File: config.mk
export PLATFORM = sky130hd
export DESIGN_NAME = window_gen
export DESIGN_NICKNAME = d
export VERILOG_FILES = /design/src/rtl/window_gen.sv
export SDC_FILE = /design/constraint.sdc
export NUM_CORES = 1
export LEC_CHECK = 0
export ABC_AREA = 1
export BUFFER_PORTS_ARGS = -buffer_cell sky130_fd_sc_hd__buf_2
export CAP_MARGIN = 40
export CORE_ASPECT_RATIO = 1.2
export CORE_MARGIN = 2
export CORE_UTILIZATION = 50
export DETAILED_ROUTE_END_ITERATION = 6
export GPL_TIMING_DRIVEN = 0
export PLACE_DENSITY_LB_ADDON = 0.3
export SLEW_MARGIN = 30
export SYNTH_ARGS = -nofsm -noshare
export SYNTH_HDL_FRONTEND = slang
export SYNTH_SLANG_ARGS = --single-unit
File: constraint.sdc
create_clock -name clk -period 3.6 [get_ports clk]
set_input_delay 0.36 -clock clk [delete_from_list [all_inputs] [get_ports clk]]
set_output_delay 0.36 -clock clk [all_outputs]
set_load 0.03 [all_outputs]
File: src/rtl/window_gen.sv
// Streaming KSIZE x KSIZE sliding-window generator built on circular row memories.
// Emits stride-aligned windows in raster order; din_valid low freezes all state.
module window_gen #(
   parameter int DATA_WIDTH = 16,
   parameter int KSIZE      = 3,
   parameter int IMG_WIDTH  = 8,
   parameter int IMG_HEIGHT = 8,
   parameter int STRIDE     = 1
) (
   input  logic                              clk,
   input  logic                              reset,
   input  logic                              sof,
   input  logic                              din_valid,
   input  logic [DATA_WIDTH-1:0]             din,
   output logic [KSIZE*KSIZE*DATA_WIDTH-1:0] window_flat,
   output logic                              window_valid,
   output logic [$clog2(IMG_HEIGHT)-1:0]     out_row,
   output logic [$clog2(IMG_WIDTH)-1:0]      out_col,
   output logic                              frame_done
);

   localparam int ROW_W = $clog2(IMG_HEIGHT);
   localparam int COL_W = $clog2(IMG_WIDTH);
   localparam int PH_W  = (STRIDE > 1) ? $clog2(STRIDE) : 1;
   localparam int NMEM  = KSIZE - 1;

   localparam logic [COL_W-1:0] COL_LAST      = COL_W'(IMG_WIDTH - 1);
   localparam logic [ROW_W-1:0] ROW_LAST      = ROW_W'(IMG_HEIGHT - 1);
   localparam logic [COL_W-1:0] COL_FIRST_WIN = COL_W'(KSIZE - 1);
   localparam logic [ROW_W-1:0] ROW_FIRST_WIN = ROW_W'(KSIZE - 1);
   localparam logic [PH_W-1:0]  PH_LAST       = PH_W'(STRIDE - 1);

   // Position of the next expected pixel and its stride phase.
   logic [COL_W-1:0] col_q, col_d;
   logic [ROW_W-1:0] row_q, row_d;
   logic [PH_W-1:0]  col_ph_q, col_ph_d;
   logic [PH_W-1:0]  row_ph_q, row_ph_d;

   logic [COL_W-1:0] cur_col;
   logic [ROW_W-1:0] cur_row;
   logic [PH_W-1:0]  cur_col_ph;
   logic [PH_W-1:0]  cur_row_ph;
   logic             accept;
   logic             col_wrap;
   logic             legal;
   logic             last_px;

   logic [DATA_WIDTH-1:0] line_mem_q [NMEM][IMG_WIDTH];
   logic [DATA_WIDTH-1:0] line_rd    [NMEM];

   logic [DATA_WIDTH-1:0] win_q [KSIZE][KSIZE];
   logic [DATA_WIDTH-1:0] win_d [KSIZE][KSIZE];

   logic             window_valid_q, window_valid_d;
   logic             frame_done_q, frame_done_d;
   logic [ROW_W-1:0] out_row_q, out_row_d;
   logic [COL_W-1:0] out_col_q, out_col_d;

   // Phase stays 0 until the first legal position, then cycles 0..STRIDE-1.
   function automatic logic [PH_W-1:0] ph_next(input logic before_first,
                                                input logic [PH_W-1:0] ph);
      if (before_first || (ph == PH_LAST)) return '0;
      return ph + PH_W'(1);
   endfunction

   assign accept = din_valid;

   always_comb begin
      // NOTE: every always_comb output gets a default first so no path leaves it unassigned (no latch).
      cur_col    = sof ? '0 : col_q;
      cur_row    = sof ? '0 : row_q;
      cur_col_ph = sof ? '0 : col_ph_q;
      cur_row_ph = sof ? '0 : row_ph_q;

      col_wrap = (cur_col == COL_LAST);
      last_px  = col_wrap && (cur_row == ROW_LAST);
      legal    = (cur_row >= ROW_FIRST_WIN) && (cur_col >= COL_FIRST_WIN) &&
                 (cur_row_ph == '0) && (cur_col_ph == '0);

      col_d    = col_q;
      row_d    = row_q;
      col_ph_d = col_ph_q;
      row_ph_d = row_ph_q;

      if (accept) begin
         row_d    = cur_row;
         row_ph_d = cur_row_ph;
         if (col_wrap) begin
            col_d    = '0;
            col_ph_d = '0;
            if (cur_row == ROW_LAST) begin
               row_d    = '0;
               row_ph_d = '0;
            end else begin
               row_d    = cur_row + ROW_W'(1);
               row_ph_d = ph_next(cur_row < ROW_FIRST_WIN, cur_row_ph);
            end
         end else begin
            col_d    = cur_col + COL_W'(1);
            col_ph_d = ph_next(cur_col < COL_FIRST_WIN, cur_col_ph);
         end
      end
   end

   always_comb begin
      for (int k = 0; k < NMEM; k++) begin
         line_rd[k] = line_mem_q[k][cur_col];
      end
   end

   // NOTE: row memories carry no reset; their contents are never emitted before being rewritten.
   always_ff @(posedge clk) begin
      if (accept) begin
         line_mem_q[0][cur_col] <= din;
         for (int k = 1; k < NMEM; k++) begin
            line_mem_q[k][cur_col] <= line_rd[k-1];
         end
      end
   end

   // Shift each window row left; the new right column is {oldest row .. din}.
   always_comb begin
      win_d = win_q;
      if (accept) begin
         for (int r = 0; r < KSIZE; r++) begin
            for (int c = 0; c < KSIZE - 1; c++) begin
               win_d[r][c] = win_q[r][c+1];
            end
         end
         for (int r = 0; r < KSIZE - 1; r++) begin
            win_d[r][KSIZE-1] = line_rd[NMEM-1-r];
         end
         win_d[KSIZE-1][KSIZE-1] = din;
      end
   end

   always_comb begin
      window_valid_d = accept && legal;
      frame_done_d   = accept && last_px;
      out_row_d      = out_row_q;
      out_col_d      = out_col_q;
      if (accept && legal) begin
         out_row_d = cur_row;
         out_col_d = cur_col;
      end
   end

   // NOTE: sequential state uses non-blocking assignments only, so every flop samples pre-edge values.
   always_ff @(posedge clk or negedge reset) begin
      if (!reset) begin
         col_q          <= '0;
         row_q          <= '0;
         col_ph_q       <= '0;
         row_ph_q       <= '0;
         window_valid_q <= 1'b0;
         frame_done_q   <= 1'b0;
         out_row_q      <= '0;
         out_col_q      <= '0;
         for (int r = 0; r < KSIZE; r++) begin
            for (int c = 0; c < KSIZE; c++) begin
               win_q[r][c] <= '0;
            end
         end
      end else begin
         col_q          <= col_d;
         row_q          <= row_d;
         col_ph_q       <= col_ph_d;
         row_ph_q       <= row_ph_d;
         window_valid_q <= window_valid_d;
         frame_done_q   <= frame_done_d;
         out_row_q      <= out_row_d;
         out_col_q      <= out_col_d;
         win_q          <= win_d;
      end
   end

   always_comb begin
      window_flat = '0;
      for (int r = 0; r < KSIZE; r++) begin
         for (int c = 0; c < KSIZE; c++) begin
            window_flat[(r*KSIZE+c)*DATA_WIDTH +: DATA_WIDTH] = win_q[r][c];
         end
      end
   end

   assign window_valid = window_valid_q;
   assign frame_done   = frame_done_q;
   assign out_row      = out_row_q;
   assign out_col      = out_col_q;

endmodule

==> results of run 1 <==
-- cells in the mapped netlist --
master,number
inv_2,4
nand2_1,453
o32ai_1,1
nand2_2,2
buf_6,1
nor2_1,65
o211ai_1,15
o21ai_0,98
o22ai_1,2
nand4_1,16
buf_1,3
buf_4,11
edfxtp_1,256
nor2_2,1
buf_2,34
clkbuf_1,29
dfrtp_1,160
o21ai_2,1
a21oi_1,3
nor2_4,3
nand3_1,160
ha_1,5
o21ai_1,22
inv_1,305
nand3_2,1
-- worst reg2reg max path: stages, from the launching register on --
cell and delay (ns):
dfrtp_1 0.45, o21ai_2 0.39, clkbuf_1 0.58, inv_1 0.27, nor2_4 0.53, buf_16 0.25
-- cell families (layout without fill, tap and decap cells) --
logic type / count (synthesis) / in the layout / synth area share
AND/OR/NAND/NOR: 701 / 701 / 0.1714
flip-flops: 416 / 416 / 0.6892
buffers and inverters: 387 / 639 / 0.09102
AO/OA/AOI/OAI: 142 / 142 / 0.04470
adder cells (fa/ha/maj): 5 / 5 / 0.003688
other: 0 / 1 / 0
-- through the flow --
step	utilization	cells	instance area, µm²	hold slack [ns]
finish	0.6045	2354	20100	0.1233
global route	0.6044	2353	20100	0.1356
CTS	0.6044	2353	20100	0.1049
detailed placement	0.5657	2285	18810	0.1364
global placement	0.5528	2271	18380	0.4608
floorplan	-	1651	16960	0.06441
-- sequential cells by signal, indices dropped and copies added (netlist names) --
register and flops:
line_mem_q 256, col_ph_q 1, out_col 3, frame_done 1
out_row 3, row_ph_q 1, row_q 3, window_valid 1
col_q 3, window_flat 144
-- cell type report --
cell class              count  area [µm²]
multi-input cells         848        3789
fillers                  2716       13150
diodes                      1       2.502
well taps                 450       563.0
repair buffers            185        1231
flip-flops and latches    416       11690
plain buffers              78       384.1
inverters                 309        1160
clock inverters            18       187.7
clock buffers              49        1090
-- power by group --
| group | switching [mW] | internal, mW | leakage, nW |
|---|---|---|---|
| Combinational | 1.53 | 0.509 | 4.54 |
| Clock | 1.70 | 2.42 | 0.618 |
| Sequential | 0.214 | 5.55 | 4.30 |
-- worst max-delay path by stage --
stage / slack, ns / cells past startpoint / to / from
floorplan: 0.77 / 6 / line_mem_q[0][208] / col_q[0]
global placement: -1.11 / 7 / line_mem_q[0][83] / sof
detailed placement: 0.80 / 9 / line_mem_q[0][21] / sof
CTS: 0.84 / 5 / line_mem_q[0][103] / col_q[2]
global route: 0.71 / 5 / line_mem_q[0][101] / col_q[2]
finish: 0.81 / 5 / line_mem_q[0][103] / col_q[2]
-- per-layer routing --
| metal | track usage | wire, µm | up-vias |
|---|---|---|---|
| li1 | - | - | 5711 |
| met1 | 0.3115 | 16930 | 5633 |
| met2 | 0.4111 | 20530 | 560 |
| met3 | 0.04270 | 3516 | 121 |
| met4 | 0.1206 | 1808 | 0 |
| met5 | 0 | 0 | - |
-- repair_timing --
item	CTS	global route
setup endpoints to repair	0	0
hold endpoints to repair	90	0
setup buffers	0	0
hold buffers	1	0
==> summary.md, run 1 <==
| Metric | Value |
|---|---|
| Run status | complete, no violations |
| Initial DRC count | approximately 1200 |
| WL/cell | approximately 18 µm |
| Initial Utilization | 0.5102 |
| Die width | around 170 µm |
| Vias per cell | roughly 5 |
| Hold Path Depth | 1 |
| Post-Syn Area | ~17000 µm² |
| Top cells by area, synth | edfxtp_1 45%, dfrtp_1 24%, nand2_1 10% |
| Worst setup SP type | flip-flop |
| Pleak | ~9.5 nW |
| Total global-route track usage | 0.2463 |
| Most frequent cells in the layout | 453 x nand2_1, 305 x inv_1, 256 x edfxtp_1 |
| Fin. max-slew vios | 0 |
| Critical Path End Type | flip-flop |
| Clock Skew | between 0.015 and 0.02 ns |
| # Max-Cap Violations | 0 |
| GP Congestion | about 0.83 |
| Dominant cell type by area after synthesis | edfxtp_1 |
| Total gr overflow | 0 |
| Antenna violations before repair | 0 |
| YS warnings | 0 |
| Max VDD drop | roughly 0.00028 V |
| Max Root-Sink Buffers | 3 |
| WP data arrival | about 3.0 ns |
| CTS clock-pin slew for the worst setup and hold paths | ~0.060 ns |
| IO buf count | 170 |
| Minimum clock period | about 2.8 ns |
| Yosys top cell area share | 0.4532 |
| H-tree levels | 2 |
| Sequential fraction of the synthesis area | 0.6892 |
| First-pass GRT wire length | approximately 65000 µm |
| Share of cells above drive strength 1 | 0.1613 |
| Hold path startpoint | din[3] |
| Setup slack, reg-to-reg | ~0.81 ns |
| Final setup viols | 0 |
| RSZ-0062 raised after global routing | false |
| Family with the most delay on the worst path | buffers and inverters |
| Area Overhead vs Synth | 18.48% |
| Post-Synthesis Cells | 1651 |
| Setup slack after layout | 0.8089 ns |
| CTS resizes | 0 |
| Min-Delay Path Class | input port to flip-flop |
| Post-Route WL | 42780 µm |
| CP Class | flip-flop to flip-flop |
| Final hold violations | 0 |
| Crit path cell chain | o21ai_2 > clkbuf_1 > inv_1 > nor2_4 > buf_16 |
| Pin count of the biggest net entering global routing | 91 |
| Post-route setup TNS | 0 ns |
| # DRC | 0 |
| Worst-margin pin slew | roughly 0.72 ns |
| CTS Sinks | approximately 420 |
| P per Cell Area | 593.0 nW/µm² |
| Buf/Inv on CP | 3 |
| Vias in the first global route | approximately 12000 |
| R2R depth | 5 |
| Clk root buf | clkbuf_16 |
| # IOs | between 150 and 200 |
| Net Count, Synth | between 1500 and 2000 |
| DRT Pass-1 Iters | 5 |
| Reg-to-Reg Start | col_q[2] |
| Pre-CTS setup slack | approximately 0.80 ns |
| CTS Buf Count | 39 |
| Via count of the routed design | between 10000 and 15000 |
| Hpwl dp | 30370 µm |
| Period utilization | 0.7753 |
| CTS tree | yes |
| Max_slew headroom | 0.5182 |
| Hold endpoint | line_mem_q[0][19] |
| Post-synth cell types | 25 |
| Cell row count | 73 |
| Seq cells post-synth | around 420 |
| Die Y | between 200 and 250 µm |
| CP max stage delay | between 0.5 and 0.6 ns |
| Maximum clock frequency | around 0.36 GHz |
| Commonest non-fill, non-tap cell in the layout | nand2_1 |
| Total chip power | around 12 mW |
| Req. time, crit path | between 3 and 4 ns |
| Die footprint | 35420 µm² |
| Worst path slowest cell | clkbuf_1 |
| Post-DRT Antenna Nets | 0 |
| Core area | roughly 33000 µm² |
| Worst-path maximum fanout | 19 |
| Crit Reg-Reg Endpoint | line_mem_q[0][103] |
| Synthesized area per cell | 10.27 µm² |
| Nets | 1902 |
| Worst skew pair latency | around 0.54 ns |
(Power assumes the default switching activity.)
==> run 2, diff against run 1 <==
==> constraint.sdc (replaced) <==
create_clock -name clk -period 2.5 [get_ports clk]
set_input_delay 0.25 -clock clk [delete_from_list [all_inputs] [get_ports clk]]
set_output_delay 0.25 -clock clk [all_outputs]
set_load 0.03 [all_outputs]
==> summary.md, run 2 (synthesis results as in run 1) <==
| Metric | Value |
|---|---|
| Run status | complete, no violations |
| Final hold violations | 0 (unchanged) |
| WP data arrival | 2.60 ns (-0.42 ns) |
| WL/cell | 18.18 µm (about the same) |
| Critical Path End Type | flip-flop |
| Period utilization | 0.9436 (+0.1683) |
| GP Congestion | 0.8238 (-1.2%) |
| Flip-flop count of the largest register after layout | 256 (unchanged) |
| Core area | 33250 µm² (unchanged) |
| DRT Pass-1 Iters | 5 (unchanged) |
| Non-filler cells, final | 2369 (+0.64%) |
| Commonest non-fill, non-tap cell in the layout | nand2_1 |
| Initial DRC count | 1058 (-12%) |
| Storage cell area | 11690 µm² (unchanged) |
| CP Class | flip-flop to flip-flop |
| First-pass GRT wire length | 65360 µm (about the same) |
| P per Cell Area | 842.2 nW/µm² (+42%) |
| Post-DRT Antenna Nets | 0 (unchanged) |
| Placed cells | 2285 (unchanged) |
| Total global-route track usage | 0.2462 (about the same) |
| CTS Sinks | 416 (unchanged) |
| RSZ-0062 raised after global routing | false |
| # IOs | 172 (unchanged) |
| Antenna violations before repair | 1 (+1) |
| Post-Route WL | 43080 µm (+0.69%) |
| Total gr overflow | 0 (unchanged) |
| Via count of the routed design | 12170 (+1.2%) |
| Max Root-Sink Buffers | 3 (unchanged) |
| CTS tree | yes |
| Pin count of the biggest net entering global routing | 86 (-5.5%) |
| Final instance area | 20170 µm² (+0.34%) |
| Max VDD drop | 0.0004217 V (+50%) |
| Worst skew pair latency | 0.55 ns (about the same) |
| Die Y | 205.8 µm (unchanged) |
| Most frequent cells in the layout | 452 x nand2_1, 305 x inv_1, 256 x edfxtp_1 |
| Die footprint | 35420 µm² (unchanged) |
| Maximum clock frequency | 0.4239 GHz (+18%) |
| H-tree levels | 2 (unchanged) |
| # DRC | 0 (unchanged) |
| Antenna cells | 0 (-1) |
| Clock Skew | 0.02117 ns (+0.004488 ns) |
| Final setup viols | 0 (unchanged) |
| Layout fillers | 2666 (-1.8%) |
| Worst-path maximum fanout | 13 (-6) |
| R2R depth | 8 (+3) |
| Nets | 1915 (+0.68%) |
| # Max-Cap Violations | 0 (unchanged) |
| Req. time, crit path | 2.74 ns (-1.09 ns) |
| Vias in the first global route | 11750 (-0.49%) |
| Minimum clock period | 2.359 ns (-0.4322 ns) |
| Hpwl dp | 30590 µm (+0.74%) |
| Max_slew headroom | 0.5385 (+0.02027) |
| Vias per cell | 5.136 (+0.54%) |
| Worst-margin pin slew | 0.6922 ns (-0.03040 ns) |
| IO buf count | 170 (unchanged) |
| Cell row count | 73 (unchanged) |
| Dpl cell area | 18800 µm² (about the same) |
| Min-Delay Path Class | input port to flip-flop |
| CTS clock-pin slew for the worst setup and hold paths | 0.07 ns (about the same) |
| Total area of multi-input combinational cells | 3791 µm² (about the same) |
| Pleak | 9.524 nW (+0.71%) |
| Share of cells above drive strength 1 | 0.1662 (+0.004908) |
| Setup slack after layout | 0.1411 ns (-0.6678 ns) |
| Fin. max-slew vios | 0 (unchanged) |
| Pre-CTS setup slack | -0.2208 ns (-1.023 ns) |
| Die width | 172.1 µm (unchanged) |
| Worst hold slack | 0.03154 ns (-0.09177 ns) |
| Area Overhead vs Synth | 18.88% |
| Initial Utilization | 0.5102 (unchanged) |
| Clk root buf | clkbuf_16 |
| Hold Path Depth | 1 (unchanged) |
| Reg with most FFs | line_mem_q |
| Worst setup SP type | flip-flop |
| CTS Buf Count | 38 (-2.6%) |
-- run 2: cell types whose count changed in the layout (fill, tap and decap cells not counted), moves of 2 or more --
| cell | change |
|---|---|
| buf_4 | +11 |
| bufinv_16 | -3 |
| clkbuf_1 | +4 |
| clkbuf_8 | +4 |
| clkinv_2 | +2 |
| clkinvlp_2 | -2 |
| clkinvlp_4 | -2 |
| dlygate4sd3_1 | +2 |
-- run 2: power breakdown --
part / leakage, nW / switching, mW / internal (mW) / total (mW)
Clock: 0.612 / 2.44 / 3.30 / 5.74
Combinational: 4.61 / 2.20 / 0.745 / 2.94
Sequential: 4.30 / 0.311 / 7.99 / 8.30
-- run 2: through the flow --
stage / setup TNS, ns / util / total power [mW]
global route: 0 / 0.6066 / 17.61
floorplan: -41.99 / - / 10.18
detailed placement: -15.09 / 0.5653 / 11.35
global placement: -530.37 / 0.5531 / 11.22
finish: 0 / 0.6066 / 16.98
CTS: 0 / 0.6063 / 17.05
-- run 2: layout make-up --
type	instances	share of cell area
Buffer	78	0.01911
Multi-Input combinational cell	848	0.1880
Timing Repair Buffer	199	0.06651
Inverter	309	0.05751
Clock buffer	57	0.05733
Clock inverter	12	0.003909
Tap cell	450	0.02792
Sequential cell	416	0.5797
-- run 2: routing by layer --
metal  GRT usage  up-vias  wire length (µm)
li1            -     5733                 -
met1      0.3136     5826             17110
met2      0.4188      511             21130
met3     0.04193       95              3364
met4     0.09964        2              1460
met5           0        -                13
-- run 2: what timing repair did --
action,CTS,global route
setup buffers,11,1
hold buffers,3,0
endpoints found under the hold margin,91,0
pin swaps,7,1
endpoints found under the setup margin,136,39
resized for setup,1,1
-- run 2: critical path, stage by stage (launching register included) --
cell and delay, ns:
dfrtp_1 0.32, buf_2 0.24, inv_2 0.08, nor2_4 0.17, buf_2 0.34, nand2_1 0.32, nor2_4 0.24, buf_16 0.18
buf_16 0.16
-- run 2: worst paths after layout --
kind | start | to | slack, ns
worst max-delay path | col_q[0] | line_mem_q[0][65] | 0.14
worst min-delay path | din[11] | line_mem_q[0][59] | 0.03
worst max register to register | col_q[0] | line_mem_q[0][65] | 0.14
worst min register to register | window_flat[4] | window_flat[4] | 0.48
max in group asynchronous | reset | window_flat[22] | 1.42
min in group asynchronous | reset | window_flat[51] | 0.29
==> run 3, diff against run 2 <==
--- a/config.mk
+++ b/config.mk
@@ -6,9 +6,8 @@
 export NUM_CORES = 1
 export LEC_CHECK = 0
 export ABC_AREA = 1
-export BUFFER_PORTS_ARGS = -buffer_cell sky130_fd_sc_hd__buf_2
+export BUFFER_PORTS_ARGS = -buffer_cell sky130_fd_sc_hd__buf_4
 export CAP_MARGIN = 40
-export CORE_ASPECT_RATIO = 1.2
 export CORE_MARGIN = 2
 export CORE_UTILIZATION = 50
 export DETAILED_ROUTE_END_ITERATION = 6
@@ -18,3 +17,4 @@
 export SYNTH_ARGS = -nofsm -noshare
 export SYNTH_HDL_FRONTEND = slang
 export SYNTH_SLANG_ARGS = --single-unit
+export TNS_END_PERCENT = 10
==> summary.md, run 3 (synthesis results as in run 1) <==
| Metric | Value |
|---|---|
| Worst hold slack | 0.006725 ns (-0.02482 ns) |
| Die width | 188.2 µm (+9.3%) |
| CP max stage delay | 0.41 ns (+0.07 ns) |
| Worst setup SP type | flip-flop |
| Max VDD drop | 0.0004720 V (+12%) |
| CTS Sinks | 416 (unchanged) |
| Initial DRC count | 1132 (+7.0%) |
| Non-filler cells, final | 2372 (+0.13%) |
| Worst-path maximum fanout | 15 (+2) |
| Most frequent cells in the layout | 450 x nand2_1, 305 x inv_1, 256 x edfxtp_1 |
| Clk root buf | clkbuf_16 |
| Die Y | 188.2 µm (-8.5%) |
| CP Class | flip-flop to flip-flop |
| Hpwl dp | 30650 µm (+0.18%) |
| Vias per cell | 5.189 (+1.0%) |
| GP Congestion | 0.8248 (+0.12%) |
| Worst path slowest cell | nor2_4 |
| Worst skew pair latency | 0.54 ns (about the same) |
| Min-Delay Path Class | input port to flip-flop |
| Post-DRT Antenna Nets | 0 (unchanged) |
| Max_slew headroom | 0.5456 (+0.007104) |
| Placed cells | 2281 (-0.18%) |
| Total gr overflow | 0 (unchanged) |
| Initial Utilization | 0.5072 (-0.003073) |
| RSZ-0062 raised after global routing | false |
| Minimum clock period | 2.439 ns (+0.08003 ns) |
| Via count of the routed design | 12310 (+1.2%) |
| WP data arrival | 2.67 ns (+0.07 ns) |
| Setup slack after layout | 0.06109 ns (-0.08003 ns) |
| WL/cell | 18.42 µm (+1.3%) |
| Pre-CTS setup slack | -0.2683 ns (-0.04746 ns) |
| First-pass GRT wire length | 67610 µm (+3.4%) |
| Core area | 33450 µm² (+0.61%) |
| Flip-flop count of the largest register after layout | 256 (unchanged) |
| CTS Buf Count | 41 (+7.9%) |
| CTS tree | yes |
| Commonest non-fill, non-tap cell in the layout | nand2_1 |
| H-tree levels | 2 (unchanged) |
| Pin count of the biggest net entering global routing | 90 (+4.7%) |
| Period utilization | 0.9756 (+0.03201) |
| P per Cell Area | 838.9 nW/µm² (-0.39%) |
| Critical Path End Type | flip-flop |
| Run status | complete, no violations |
| Antenna violations before repair | 0 (-1) |
| Post-Route WL | 43700 µm (+1.4%) |
| DRT Pass-1 Iters | 7 (+2) |
| Pleak | 9.622 nW (+1.0%) |
| Antenna cells | 0 (unchanged) |
| Area Overhead vs Synth | 21.71% |
| IO buf count | 170 (unchanged) |
| # IOs | 172 (unchanged) |
| Final hold violations | 0 (unchanged) |
| Maximum clock frequency | 0.4100 GHz (-3.3%) |
| # DRC | 0 (unchanged) |
| Total global-route track usage | 0.2502 (+0.004044) |
| Nets | 1922 (+0.37%) |
| Max Root-Sink Buffers | 3 (unchanged) |
| Clock Skew | 0.01440 ns (-0.006769 ns) |
| Worst-margin pin slew | 0.6800 ns (-0.01227 ns) |
| Final setup viols | 0 (unchanged) |
| Share of cells above drive strength 1 | 0.1611 (-0.005110) |
| Vias in the first global route | 11950 (+1.7%) |
| Die footprint | 35420 µm² (about the same) |
| CTS clock-pin slew for the worst setup and hold paths | 0.07 ns (about the same) |
| Cell row count | 67 (-8.2%) |
| Crit path cell chain | clkbuf_4 > nand2_2 > buf_4 > buf_4 > nand2_2 > nor2_4 > buf_16 > buf_16 |
| Reg with most FFs | line_mem_q |
| Req. time, crit path | 2.73 ns (about the same) |
| Fin. max-slew vios | 0 (unchanged) |
| # Max-Cap Violations | 0 (unchanged) |
==> run 3: stage by stage <==
| step | TNS (ns) | util | total power [mW] | cell area [µm²] |
|---|---|---|---|---|
| 6_report | 0 | 0.6173 | 17.32 | 20650 |
| 5_1_grt | 0 | 0.6173 | 17.95 | 20650 |
| 4_1_cts | 0 | 0.6160 | 17.36 | 20600 |
| 3_5_place_dp | -20.44 | 0.5736 | 11.62 | 19190 |
| 3_3_place_gp | -469.86 | 0.5621 | 11.48 | 18800 |
| 2_1_floorplan | -76.00 | - | 10.17 | 16960 |
==> run 3: path summary, 6_finish.rpt <==
path	start	endpoint	slack [ns]	cells past startpoint
worst max-delay path	col_q[0]	line_mem_q[0][88]	0.06	8
worst min-delay path	din[6]	line_mem_q[0][86]	0.007	1
worst max register to register	col_q[0]	line_mem_q[0][88]	0.06	8
worst min register to register	col_ph_q	col_ph_q	0.48	2
max in group asynchronous	reset	window_flat[28]	1.38	3
min in group asynchronous	reset	window_flat[67]	0.28	2
==> run 3: per-layer routing <==
metal / global-route usage / share of wire / vias up
li1: - / - / 5756
met1: 0.3434 / 0.41 / 5879
met5: 0 / 0 / -
met3: 0.03986 / 0.090 / 79
met2: 0.4127 / 0.48 / 595
met4: 0.07965 / 0.026 / 0
==> run 3: report_power, final <==
| group | switching (mW) | internal [mW] |
|---|---|---|
| combinational | 2.21 | 0.990 |
| clock | 2.48 | 3.31 |
| sequential | 0.342 | 7.99 |
| total | 5.03 | 12.3 |
==> run 3: cell type report <==
| class | instances | area, µm² |
|---|---|---|
| fill | 2559 | 12800 |
| sequential | 416 | 11690 |
| multi-input combinational | 848 | 3801 |
| timing repair buffer | 203 | 1807 |
| inverter | 309 | 1160 |
| clock buffer | 55 | 1110 |
| tap | 448 | 560.5 |
| buffer | 78 | 395.4 |
| clock inverter | 15 | 121.4 |
==> run 3: what timing repair did <==
action	CTS	global route
hold endpoints to repair	169	0
pin swaps	7	2
hold buffers	14	0
setup buffers	2	5
gates cloned	0	0
resized for setup	7	2
endpoints found under the setup margin	182	51
==> run 3: critical path: cells and delay by family, from the launching register on <==
kind	cells	cell delay (ns)
AND/OR/NAND/NOR	3	0.73
buffers and inverters	5	1.03
flip-flops	1	0.36
